$ cat src/rtl/motion_input_ctrl_if.sv
// Keyboard-to-ball link: HID keycode slots in, packed velocity and dash status out.
interface motion_input_ctrl_if;
   logic [31:0] keycodes;
   logic [15:0] vel;
   logic        dashing;
   logic        cooldown;

   modport master (output keycodes, input vel, dashing, cooldown);
   modport slave  (input keycodes, output vel, dashing, cooldown);
endinterface

$ cat src/rtl/motion_input_ctrl.sv
// Turns W/A/S/D/Space keycodes into a per-frame {vy, vx} velocity word with
// acceleration, friction, speed clamping and a timed dash followed by a cooldown.
module motion_input_ctrl #(
   parameter int ACCEL           = 1,
   parameter int FRICTION        = 1,
   parameter int MAX_SPEED       = 4,
   parameter int DASH_SPEED      = 12,
   parameter int DASH_FRAMES     = 8,
   parameter int COOLDOWN_FRAMES = 30
) (
   input  logic                 frame_clk,
   input  logic                 Reset_n,
   motion_input_ctrl_if.slave   bus
);

   if (MAX_SPEED < 1 || MAX_SPEED > 127 || DASH_SPEED < MAX_SPEED || DASH_SPEED > 127 ||
       DASH_FRAMES < 1 || COOLDOWN_FRAMES < 1) begin : g_bad_params
      $error("motion_input_ctrl: illegal parameter combination");
   end

   localparam logic [1:0] NORMAL   = 2'd0;
   localparam logic [1:0] DASH     = 2'd1;
   localparam logic [1:0] COOLDOWN = 2'd2;

   localparam int DW = (DASH_FRAMES > 1) ? $clog2(DASH_FRAMES) : 1;
   localparam int CW = (COOLDOWN_FRAMES > 1) ? $clog2(COOLDOWN_FRAMES) : 1;

   localparam logic signed [9:0] ACC10 = 10'(ACCEL);
   localparam logic signed [9:0] FRI10 = 10'(FRICTION);
   localparam logic signed [9:0] MAX10 = 10'(MAX_SPEED);
   localparam logic signed [1:0] POS   = 2'sb01;
   localparam logic signed [1:0] NEG   = 2'sb11;

   logic [1:0]        state;
   logic signed [7:0] vx, vy;
   logic signed [1:0] lat_x, lat_y;
   logic [DW-1:0]     dash_cnt;
   logic [CW-1:0]     cd_cnt;
   logic              space_prev;

   logic              key_w, key_a, key_s, key_d, key_space, space_edge;
   logic signed [1:0] dir_x, dir_y;

   function automatic logic has_key(input logic [31:0] kc, input logic [7:0] code);
      return (kc[7:0] == code) || (kc[15:8] == code) || (kc[23:16] == code) || (kc[31:24] == code);
   endfunction

   // Widened to 10 bits so the add/clamp cannot wrap before truncation.
   function automatic logic [7:0] step_axis(input logic signed [7:0] v, input logic signed [1:0] dir);
      logic signed [9:0] w;
      logic signed [9:0] n;
      w = {{2{v[7]}}, v};
      if (dir == POS) begin
         n = w + ACC10;
         if (n > MAX10) n = MAX10;
      end else if (dir == NEG) begin
         n = w - ACC10;
         if (n < -MAX10) n = -MAX10;
      end else if (w > FRI10) begin
         n = w - FRI10;
      end else if (w < -FRI10) begin
         n = w + FRI10;
      end else begin
         n = '0;
      end
      return n[7:0];
   endfunction

   function automatic logic [7:0] scale(input logic signed [1:0] dir, input logic [7:0] mag);
      logic [7:0] r;
      r = 8'd0;
      if (dir == POS) r = mag;
      else if (dir == NEG) r = ~mag + 8'd1;
      return r;
   endfunction

   always_comb begin
      key_w      = has_key(bus.keycodes, 8'h1A);
      key_a      = has_key(bus.keycodes, 8'h04);
      key_s      = has_key(bus.keycodes, 8'h16);
      key_d      = has_key(bus.keycodes, 8'h07);
      key_space  = has_key(bus.keycodes, 8'h2C);
      space_edge = key_space && !space_prev;
      dir_x = 2'sb00;
      if (key_d && !key_a) dir_x = POS;
      else if (key_a && !key_d) dir_x = NEG;
      dir_y = 2'sb00;
      if (key_s && !key_w) dir_y = POS;
      else if (key_w && !key_s) dir_y = NEG;
   end

   // space_prev resets high so a Space held through reset release is not an edge.
   always_ff @(posedge frame_clk or negedge Reset_n) begin
      if (!Reset_n) begin
         state      <= NORMAL;
         vx         <= '0;
         vy         <= '0;
         lat_x      <= '0;
         lat_y      <= '0;
         dash_cnt   <= '0;
         cd_cnt     <= '0;
         space_prev <= 1'b1;
      end else begin
         space_prev <= key_space;
         case (state)
            NORMAL: begin
               if (space_edge && (dir_x != 2'sb00 || dir_y != 2'sb00)) begin
                  state    <= DASH;
                  lat_x    <= dir_x;
                  lat_y    <= dir_y;
                  vx       <= scale(dir_x, 8'(DASH_SPEED));
                  vy       <= scale(dir_y, 8'(DASH_SPEED));
                  dash_cnt <= DW'(DASH_FRAMES - 1);
               end else begin
                  vx <= step_axis(vx, dir_x);
                  vy <= step_axis(vy, dir_y);
               end
            end
            DASH: begin
               if (dash_cnt != '0) begin
                  dash_cnt <= dash_cnt - DW'(1);
               end else begin
                  state  <= COOLDOWN;
                  vx     <= scale(lat_x, 8'(MAX_SPEED));
                  vy     <= scale(lat_y, 8'(MAX_SPEED));
                  cd_cnt <= CW'(COOLDOWN_FRAMES - 1);
               end
            end
            COOLDOWN: begin
               vx <= step_axis(vx, dir_x);
               vy <= step_axis(vy, dir_y);
               if (cd_cnt != '0) cd_cnt <= cd_cnt - CW'(1);
               else state <= NORMAL;
            end
            default: state <= NORMAL;
         endcase
      end
   end

   assign bus.vel      = {vy, vx};
   assign bus.dashing  = (state == DASH);
   assign bus.cooldown = (state == COOLDOWN);

endmodule

$ cat src/flat_wrapper.sv
// flat-port wrapper written by rule: the top's interface ports become plain ports
module motion_input_ctrl_flat 
#(
   parameter int ACCEL           = 1,
   parameter int FRICTION        = 1,
   parameter int MAX_SPEED       = 4,
   parameter int DASH_SPEED      = 12,
   parameter int DASH_FRAMES     = 8,
   parameter int COOLDOWN_FRAMES = 30
)
  (frame_clk, Reset_n, bus_keycodes, bus_vel, bus_dashing, bus_cooldown);
  motion_input_ctrl_if bus_i ();
  input  logic frame_clk;
  input  logic Reset_n;
  input wire logic [$bits(bus_i.keycodes)-1:0] bus_keycodes;
  output wire logic [$bits(bus_i.vel)-1:0] bus_vel;
  output wire logic [$bits(bus_i.dashing)-1:0] bus_dashing;
  output wire logic [$bits(bus_i.cooldown)-1:0] bus_cooldown;
  assign bus_i.keycodes = bus_keycodes;
  assign bus_vel = bus_i.vel;
  assign bus_dashing = bus_i.dashing;
  assign bus_cooldown = bus_i.cooldown;
  motion_input_ctrl #(.ACCEL(ACCEL), .FRICTION(FRICTION), .MAX_SPEED(MAX_SPEED), .DASH_SPEED(DASH_SPEED), .DASH_FRAMES(DASH_FRAMES), .COOLDOWN_FRAMES(COOLDOWN_FRAMES)) u_core (.frame_clk(frame_clk), .Reset_n(Reset_n), .bus(bus_i));
endmodule
$ cat config.mk
export PLATFORM = sky130hd
export DESIGN_NAME = motion_input_ctrl_flat
export DESIGN_NICKNAME = d
export VERILOG_FILES = /design/src/rtl/motion_input_ctrl_if.sv /design/src/rtl/motion_input_ctrl.sv /design/src/flat_wrapper.sv
export SDC_FILE = /design/constraint.sdc
export NUM_CORES = 1
export LEC_CHECK = 0
export CAP_MARGIN = 20
export CORE_MARGIN = 2
export CORE_UTILIZATION = 30
export CTS_CLUSTER_SIZE = 40
export DETAILED_ROUTE_END_ITERATION = 10
export SLEW_MARGIN = 20
export SYNTH_ARGS = -nofsm -noshare
export SYNTH_HDL_FRONTEND = slang
export SYNTH_SLANG_ARGS = --single-unit
$ cat constraint.sdc
create_clock -name frame_clk -period 3.35 [get_ports frame_clk]
set_clock_uncertainty 0.1 [all_clocks]
set_input_delay 0.335 -clock frame_clk [delete_from_list [all_inputs] [get_ports frame_clk]]
set_output_delay 0.335 -clock frame_clk [all_outputs]
set_load 0.01 [all_outputs]
# Word level (Yosys, flattened, before mapping)
# Index checks and enable logic that the tools add are counted.
[word_totals]
elab_cells = 137
out_inout_bits = 18
regBits = 31
[op_classes]
n_eq_ne = 35
add_sub_neg = 6
n_reduce_logical = 40
order_cmp = 8
n_mux = 40
[ops]
columns = ["cell", "n"]
rows = [
  ["$mux 8", 24],
  ["$eq 8x3->1 const B", 8],
  ["$eq 8x5->1 const B", 8],
  ["$pmux 8 s3", 2],
  ["$eq 8x6->1 const B", 4],
  ["$add 8x2->9 const B", 2],
  ["$gt 9x4->1 const B", 2],
  ["$lt 9x3->1 const B", 2],
  ["$sub 8x2->9 const B", 2],
  ["$gt 8x2->1 const B", 2],
  ["$logic_or 1x1->1", 16],
  ["$lt 8x1->1 const B", 2],
  ["$mux 2", 7],
  ["$eq 2x1->1 const B", 5],
  ["$eq 2x2->1 const B", 5],
  ["$mux 5", 2],
  ["$pmux 5 s2", 1],
  ["$reduce_and 3->1", 3],
  ["$reduce_bool 2->1", 4],
  ["$logic_and 1x1->1", 6],
  ["$mux 3", 2],
  ["$ne 2x1->1 const B", 3],
  ["$pmux 2 s3", 1],
  ["$pmux 3 s2", 1],
  ["8 further kinds", 15],
]

# Depth between registers and ports, before layout
# Gate-level depths: netlist (run 1).
[logic_depth]
ltp_word = 13
mapped_depth = 15
mapped_depth_nobuf = 14

# Least setup slack after synthesis (run 1)
# No wires, ideal clock.
[synth_timing]
path_type = "input port to flip-flop"
from = "input bus_keycodes[13]"
to = "register u_core.vx[4]"
setup_slack_ns = 0.291
n_path_buf = 0
stages = 12
arrival_ns = 2.894
cell_sequence = "or3_1 -> or3_1 -> o32ai_1 -> a221oi_1 -> ha_1 -> nand2_1 -> nand2_1 -> a41oi_1 -> or3_1 -> o31a_1 -> a21oi_1 -> o21a_1"
[synth_between]
elab_chain_cells = 13
[synth_lines]
columns = ["item", "line_no", "rtl"]
rows = [
  ["start: declaration", "flat_wrapper.sv:15", "input wire logic [$bits(bus_i.keycodes)-1:0] bus_keycodes;"],
  ["$eq 8x3->1 or $eq 8x5->1 (tied branches)", "motion_input_ctrl.sv:45", "return (kc[7:0] == code) || (kc[15:8] == code) || (kc[23:16] == code) || (kc[31:24] == code);"],
  ["$logic_or 1x1->1 (3 in a row)", "motion_input_ctrl.sv:45", ""],
  ["$logic_not 1->1, on equally long branches", "motion_input_ctrl.sv:86, motion_input_ctrl.sv:89", ""],
  ["$logic_and 1x1->1, on equally long branches", "motion_input_ctrl.sv:86, motion_input_ctrl.sv:89", ""],
  ["$mux 2, on equally long branches", "motion_input_ctrl.sv:86, motion_input_ctrl.sv:89", ""],
  ["$mux 2, on equally long branches", "motion_input_ctrl.sv:85, motion_input_ctrl.sv:88", ""],
  ["$eq 2x1->1 or $reduce_bool 2->1 (tied branches)", "motion_input_ctrl.sv:56, motion_input_ctrl.sv:73, motion_input_ctrl.sv:107", ""],
  ["$mux 8 (tied with other cells)", "motion_input_ctrl.sv:56", "end else if (dir == NEG) begin"],
  ["$mux 8 (tied with other cells)", "motion_input_ctrl.sv:53", "if (dir == POS) begin"],
  ["$mux 8", "motion_input_ctrl.sv:107", "if (space_edge && (dir_x != 2'sb00 || dir_y != 2'sb00)) begin"],
  ["$pmux 8 s3 *", "motion_input_ctrl.sv:105", "case (state)"],
  ["end signal: assignment", "motion_input_ctrl.sv:111", "vx <= scale(dir_x, 8'(DASH_SPEED));"],
  ["end signal: assignment", "motion_input_ctrl.sv:115", "vx <= step_axis(vx, dir_x);"],
  ["end signal: assignment", "motion_input_ctrl.sv:124", "vx <= scale(lat_x, 8'(MAX_SPEED));"],
  ["end: declaration", "motion_input_ctrl.sv:35", "logic signed [7:0] vx, vy;"],
]
# Mark *: on every way between the ends. The rest lies on a longest branch, timed or not.
# A chain may end at the register's enable or synchronous reset.

# Final worst setup path (run 1)
[layout_timing]
from = "input bus_keycodes[15]"
to = "register u_core.vx[6]"
# The elaborated chain is that of the path after synthesis.

==> metrics.txt, run 1 <==
most used cell, CP or3_4; DRC viols 0; post-synthesis adder-cell area fraction 0.0747; Ports 52; drt wl/cell 15.2 µm; Slew Limit Headroom 0.550; most numerous cell in the Yosys netlist nor2_1; final cell area excluding filler cells approximately 0.0045 mm²; Max VDD drop 0.269 mV; Layout Utilization 0.416; WP data arrival 3.40 ns; # rows 38; Slew @ Worst Pin 0.670 ns; Crit path required time around 3.5 ns; Fin. Hold Viols 0; routed via count ~3.6k; Crit. End Element register; Crit Path Category in2reg; Synth area leaders dfrtp_1 (23%), ha_1 (7.2%), nor2_1 (5.2%); Yosys warnings 0; register bit total from synthesis 31; sequential fraction of the synthesis area 0.234; H-tree depth 2; initial antenna violation count 0; Die Span Y 109 µm; Worst Setup Start Kind input pin; crit-path max FO 5; Final GP Congestion between 0.9 and 1; 1st-pass router iterations 5; full die area 0.0119 mm²; routed wire length 10100 µm; Simple-Gate Fraction of Synth Area 0.310; Post-synth ARST share 1.00; Mean Syn Cell Area 7.42 µm²; maximum clock frequency 305 MHz; Hold WS 0.357 ns; Hold Crit Class in2async; first-pass GRT wire length approximately 17000 µm; mux contribution to synthesized area 0.0124; Max Cap Violations 0; CP cell instances clkdlybuf4s50_1 > or3_4 > or3_4 > o32ai_4 > a221oi_2 > ha_1 > nand2_2 > nand2_1 > a41oi_2 > or3_4 > a221o_1 > a31oi_1 > o21a_1; Post-Syn Nets 500; CP max-delay cell or3_4; Synth area leader dfrtp_1; CTS tree yes; Yosys top cell area share 0.226; top post-synthesis cells by count nor2_1 (46), nand2_1 (40), a21oi_1 (33); DPL Wire Length 7620 µm; clk sinks 31; TritonCTS buffer count 5; Post-Syn Area roughly 0.0033 mm²; Synth cell types 72; clock latency on the worst-skew pair 0.28 ns; number of global-route vias before repair 3518; clk root buf clkbuf_8; placed cell area 0.00422 mm²; vias per cell 5.44; Worst-path clk slew 0.07 ns; global-route usage over all layers 0.173; number of flops mapped to enable cells by yosys 0; ant diodes 0; Die X 109 µm; DRT iter0 DRCs 150; Layout Area Growth over Synthesis 35.3%; largest family of logic cells by synthesized area simple AND/OR/NAND/NOR gates; Initial Util 0.307; Core ar. 0.0108 mm²; fraction of layout cells with a size suffix above 1 0.178; max-slew violations 0; GRT overflow 0; PortBufs 51; fin crit period approximately 3.3 ns; fill cell count 1071; largest net degree at the start of global routing 32; Synth Instances ~450; Worst path max stage delay approximately 0.46 ns; Synth Area in Compound Gates 0.275; Post-Synth XOR/XNOR Area 0.0343; Leak ~1.8 nW; Main synth FF type dfrtp_1; final setup vio count 0; power density cells 703 mW/mm²; period utilization 0.979; CTS Buffer Depth 2; post-route antenna net violation count 0; NumNets Final 580; status finished clean
critical path, delay by kind of cell:
kind | cells | cell delay, ns
compound gates | 6 | 0.98
simple gates | 5 | 1.31
fa+ha+maj | 1 | 0.34
buf+inv | 1 | 0.45
path summary, 6_finish.rpt:
check                                       startpoint                     endpoint  slack (ns)  cells after the start
max reg2reg                   u_core.vy[1]$_DFFE_PN0P_     u_core.vy[2]$_DFFE_PN0P_        0.53                      9
max in group asynchronous                      Reset_n  u_core.space_prev$_DFF_PN1_        2.45                      2
min in group frame_clk     u_core.lat_x[0]$_DFFE_PN0P_  u_core.lat_x[0]$_DFFE_PN0P_        0.38                      2
min                                            Reset_n     u_core.vy[6]$_DFFE_PN0P_        0.36                      2
min reg2reg                u_core.lat_x[0]$_DFFE_PN0P_  u_core.lat_x[0]$_DFFE_PN0P_        0.38                      2
max                                   bus_keycodes[15]     u_core.vx[6]$_DFFE_PN0P_        0.07                     13
per-layer routing:
layer | vias up | GRT usage | wire length [µm]
li1 | 1811 | - | -
met1 | 1721 | 0.234 | 4680
met3 | 7 | 0.0257 | 462
met4 | 0 | 0.0385 | 59
met5 | - | 0 | 0
met2 | 97 | 0.291 | 4930
cells in the final DEF (no fill, tap or decap), types with 4 or more instances in the layout:
master | Yosys | layout
o21ai_0 | 24 | 22
nor4_1 | 6 | 6
inv_1 | 27 | 27
buf_4 | 1 | 44
o211ai_1 | 5 | 5
a21oi_1 | 33 | 33
nand3_1 | 15 | 15
ha_1 | 19 | 18
o22ai_1 | 7 | 7
nand4_1 | 7 | 7
o21ai_1 | 4 | 6
clkdlybuf4s50_1 | 0 | 49
nor3_1 | 14 | 14
nand2b_1 | 9 | 8
a31oi_1 | 8 | 8
clkbuf_8 | 0 | 7
o21a_1 | 4 | 4
dfrtp_1 | 30 | 30
nor2_1 | 46 | 42
nand2_1 | 40 | 39
nor3b_2 | 0 | 4
or3_4 | 0 | 11
xor2_1 | 6 | 6
nor2b_1 | 7 | 7
or2_2 | 5 | 5
a2bb2oi_1 | 4 | 4
xnor2_1 | 7 | 7
final cells by class:
class / instances / area [µm²] / area share
inverter: 27 / 101 / 0.0226
tap: 140 / 175 / 0.0390
clock buffer: 8 / 100 / 0.0223
sequential: 31 / 777 / 0.173
multi-input combinational: 367 / 2490 / 0.554
timing repair buffer: 95 / 846 / 0.189
logic make-up after synthesis:
| family | count (synthesis) |
|---|---|
| simple gates | 195 |
| buf+inv | 49 |
| xor+xnor | 13 |
| mux | 4 |
| flops | 31 |
| fa+ha+maj | 20 |
| compound gates | 135 |
report_power, final:
| part | switching, mW | internal [mW] | total, mW |
|---|---|---|---|
| clock network | 0.136 | 0.187 | 0.323 |
| registers | 0.275 | 0.511 | 0.786 |
| logic | 1.06 | 0.991 | 2.05 |
| total | 1.47 | 1.69 | 3.16 |
metrics by stage:
stage / total power, mW / setup TNS, ns / worst slack, ns / std cells
6_report: 3.16 / 0 / 0.0719 / 668
5_1_grt: 3.46 / -0.0266 / -0.0266 / 668
4_1_cts: 3.14 / 0 / 0.00474 / 665
3_5_place_dp: 2.79 / -3.84 / -0.342 / 657
3_3_place_gp: 2.77 / -2.35 / -0.245 / 657
2_1_floorplan: 2.12 / 0 / 0.291 / 447
sequential cells by signal, summed over array words and instances, names as in the netlist:
name,cells
u_core.cd_cnt,5
u_core.dash_cnt,3
u_core.lat_x,2
u_core.lat_y,2
u_core.space_prev,1
u_core.state,2
u_core.vx,8
u_core.vy,8
what timing repair did:
item,CTS,global route
gates resized for setup,2,32
pin swaps,0,14
hold buffers,0,0
setup endpoints to repair,6,14
gates cloned,0,0
setup buffers,0,3
Note: power is estimated with default switching activity, not from simulation.
==> run 2, diff against run 1 <==
--- a/config.mk
+++ b/config.mk
@@ -7,7 +7,8 @@
 export LEC_CHECK = 0
 export CAP_MARGIN = 20
 export CORE_MARGIN = 2
-export CORE_UTILIZATION = 30
+export CORE_UTILIZATION = 38
+export CTS_BUF_LIST = sky130_fd_sc_hd__clkbuf_16
 export CTS_CLUSTER_SIZE = 40
 export DETAILED_ROUTE_END_ITERATION = 10
 export SLEW_MARGIN = 20
==> metrics.txt, run 2 (same netlist as run 1, synthesis figures left out) <==
Ports 52 (unchanged); DPL Wire Length 7270 µm (-4.5%); routed via count 3623 (-0.36%); Initial Util 0.386 (+0.0787); final cell area excluding filler cells 0.00435 mm² (-3.0%); smallest setup slack after layout 0.106 ns (+0.0337 ns); WP data arrival 3.30 ns (-0.10 ns); clk sinks 31 (unchanged); Fin. Hold Viols 0 (unchanged); clk root buf clkbuf_16; Worst Setup Start Kind input pin; H-tree depth 2 (unchanged); routed wire length 9640 µm (-4.8%); Max VDD drop 0.333 mV (+24%); crit-path max FO 4 (-1); TritonCTS buffer count 5 (unchanged); fin crit period 3.24 ns (-0.0337 ns); placed cell area 0.00409 mm² (-2.9%); CP max-delay cell clkdlybuf4s50_1; PortBufs 51 (unchanged); Hold WS 0.372 ns (+0.0149 ns); post-route antenna net violation count 0 (unchanged); 1st-pass router iterations 5 (unchanged); Core ar. 0.00859 mm² (-20%); Crit. End Element register; CTS tree yes; Final GP Congestion 0.954 (+1.9%); setup TNS 0 ns (unchanged); Slew @ Worst Pin 0.764 ns (+0.0940 ns); NumNets Final 568 (-2.1%); power density cells 735 mW/mm² (+4.5%); ant diodes 0 (unchanged); number of global-route vias before repair 3396 (-3.5%); hold buffer count at CTS 0 (unchanged); most frequent cells in the layout clkdlybuf4s50_1 (51), nor2_1 (44), nand2_1 (40); pre-CTS setup slack -0.240 ns (+0.102 ns); DRC viols 0 (unchanged); clock latency on the worst-skew pair 0.27 ns (about the same); fraction of layout cells with a size suffix above 1 0.141 (-0.0366); Layout Area Growth over Synthesis 31.2%; Critical R2R Launch u_core.vy[1]$_DFFE_PN0P_; global-route usage over all layers 0.201 (+0.0279); Crit Path Category in2reg; period utilization 0.968 (-0.0101); largest registers u_core.vx x8, u_core.vy x8, u_core.cd_cnt x5; final setup vio count 0 (unchanged); first-pass GRT wire length 16300 µm (-2.5%); Worst R2R Setup Slack 0.52 ns (about the same); Die Span Y 97.4 µm (-11%); worst-case reg-to-reg path depth 9 (unchanged); largest net degree at the start of global routing 32 (unchanged); most common cell after layout, fill and taps aside clkdlybuf4s50_1; Die X 97.4 µm (-11%); max-slew violations 0 (unchanged); Max Cap Violations 0 (unchanged); Slew Limit Headroom 0.489 (-0.0611); maximum clock frequency 308 MHz (+1.0%); vias per cell 5.81 (+6.7%); CP cell instances clkdlybuf4s50_1 > or3_4 > or3_4 > nor3b_2 > or4_1 > ha_1 > nand2_1 > nand2_1 > a41oi_2 > buf_4 > nor2_1 > buf_4 > nand3b_1 > a21oi_1 > a2bb2oi_2; capturing point of the worst reg2reg path u_core.vy[2]$_DFFE_PN0P_; Worst-path clk slew 0.05 ns (-0.02 ns); # rows 34 (-11%); drt wl/cell 15.5 µm (+1.9%); GRT overflow 0 (unchanged); CTS Buffer Depth 2 (unchanged); Crit path required time 3.41 ns (-0.06 ns); DRT iter0 DRCs 236 (+57%); Hold Crit Class in2async; full die area 0.00949 mm² (-20%); Leak 1.77 nW (-3.2%); status finished clean; Worst path max stage delay 0.42 ns (-0.04 ns); initial antenna violation count 0 (unchanged)
==> run 2: per-stage QoR <==
step                      total power, mW   util  instances
after floorplan                      2.12      -        447
after global placement               2.70  0.476        614
after detailed placement             2.71  0.476        614
after CTS                            3.16  0.492        622
after global routing                 3.48  0.506        624
final                                3.20  0.506        624
==> run 2: what timing repair did <==
| item | in CTS | in global routing |
|---|---|---|
| setup endpoints to repair | 0 | 11 |
| resized for setup | 0 | 22 |
| buffers inserted | 0 | 2 |
==> run 2: where the power goes <==
group	switching (mW)	internal [mW]	total (mW)
Clock	0.163	0.268	0.431
Sequential	0.306	0.511	0.816
Combinational	1.01	0.944	1.95
==> run 2: worst max path at each step <==
stage | from | endpoint | cells after the start
finish | bus_keycodes[29] | u_core.vx[7]$_DFFE_PN0P_ | 15
global route | bus_keycodes[21] | u_core.vx[4]$_DFFE_PN0P_ | 16
CTS | bus_keycodes[13] | u_core.vx[4]$_DFFE_PN0P_ | 15
detailed placement | bus_keycodes[13] | u_core.vx[4]$_DFFE_PN0P_ | 15
global placement | bus_keycodes[29] | u_core.vx[4]$_DFFE_PN0P_ | 16
floorplan | bus_keycodes[13] | u_core.vx[4]$_DFFE_PN0P_ | 12
==> run 2: worst max-delay path: cells and delay by family <==
family,cells,cell delay (ns)
buffers and inverters,3,0.74
AND/OR/NAND/NOR,8,1.54
adder cells (fa/ha/maj),1,0.25
AO/OA/AOI/OAI,3,0.43
==> run 2: cell type report <==
cell class	count	area, µm²
well taps	108	135
clock inverters	3	12.5
clock buffers	5	125
flip-flops and latches	31	777
fillers	854	4240
repair buffers	83	751
multi-input cells	367	2450
inverters	27	101
==> run 2: layer usage <==
| layer | part of all wire | global-route usage | vias up |
|---|---|---|---|
| met5 | 0 | 0 | - |
| met4 | 0.0040 | 0.0288 | 0 |
| met3 | 0.046 | 0.0309 | 6 |
| met2 | 0.49 | 0.338 | 100 |
| met1 | 0.46 | 0.279 | 1714 |
| li1 | - | - | 1803 |
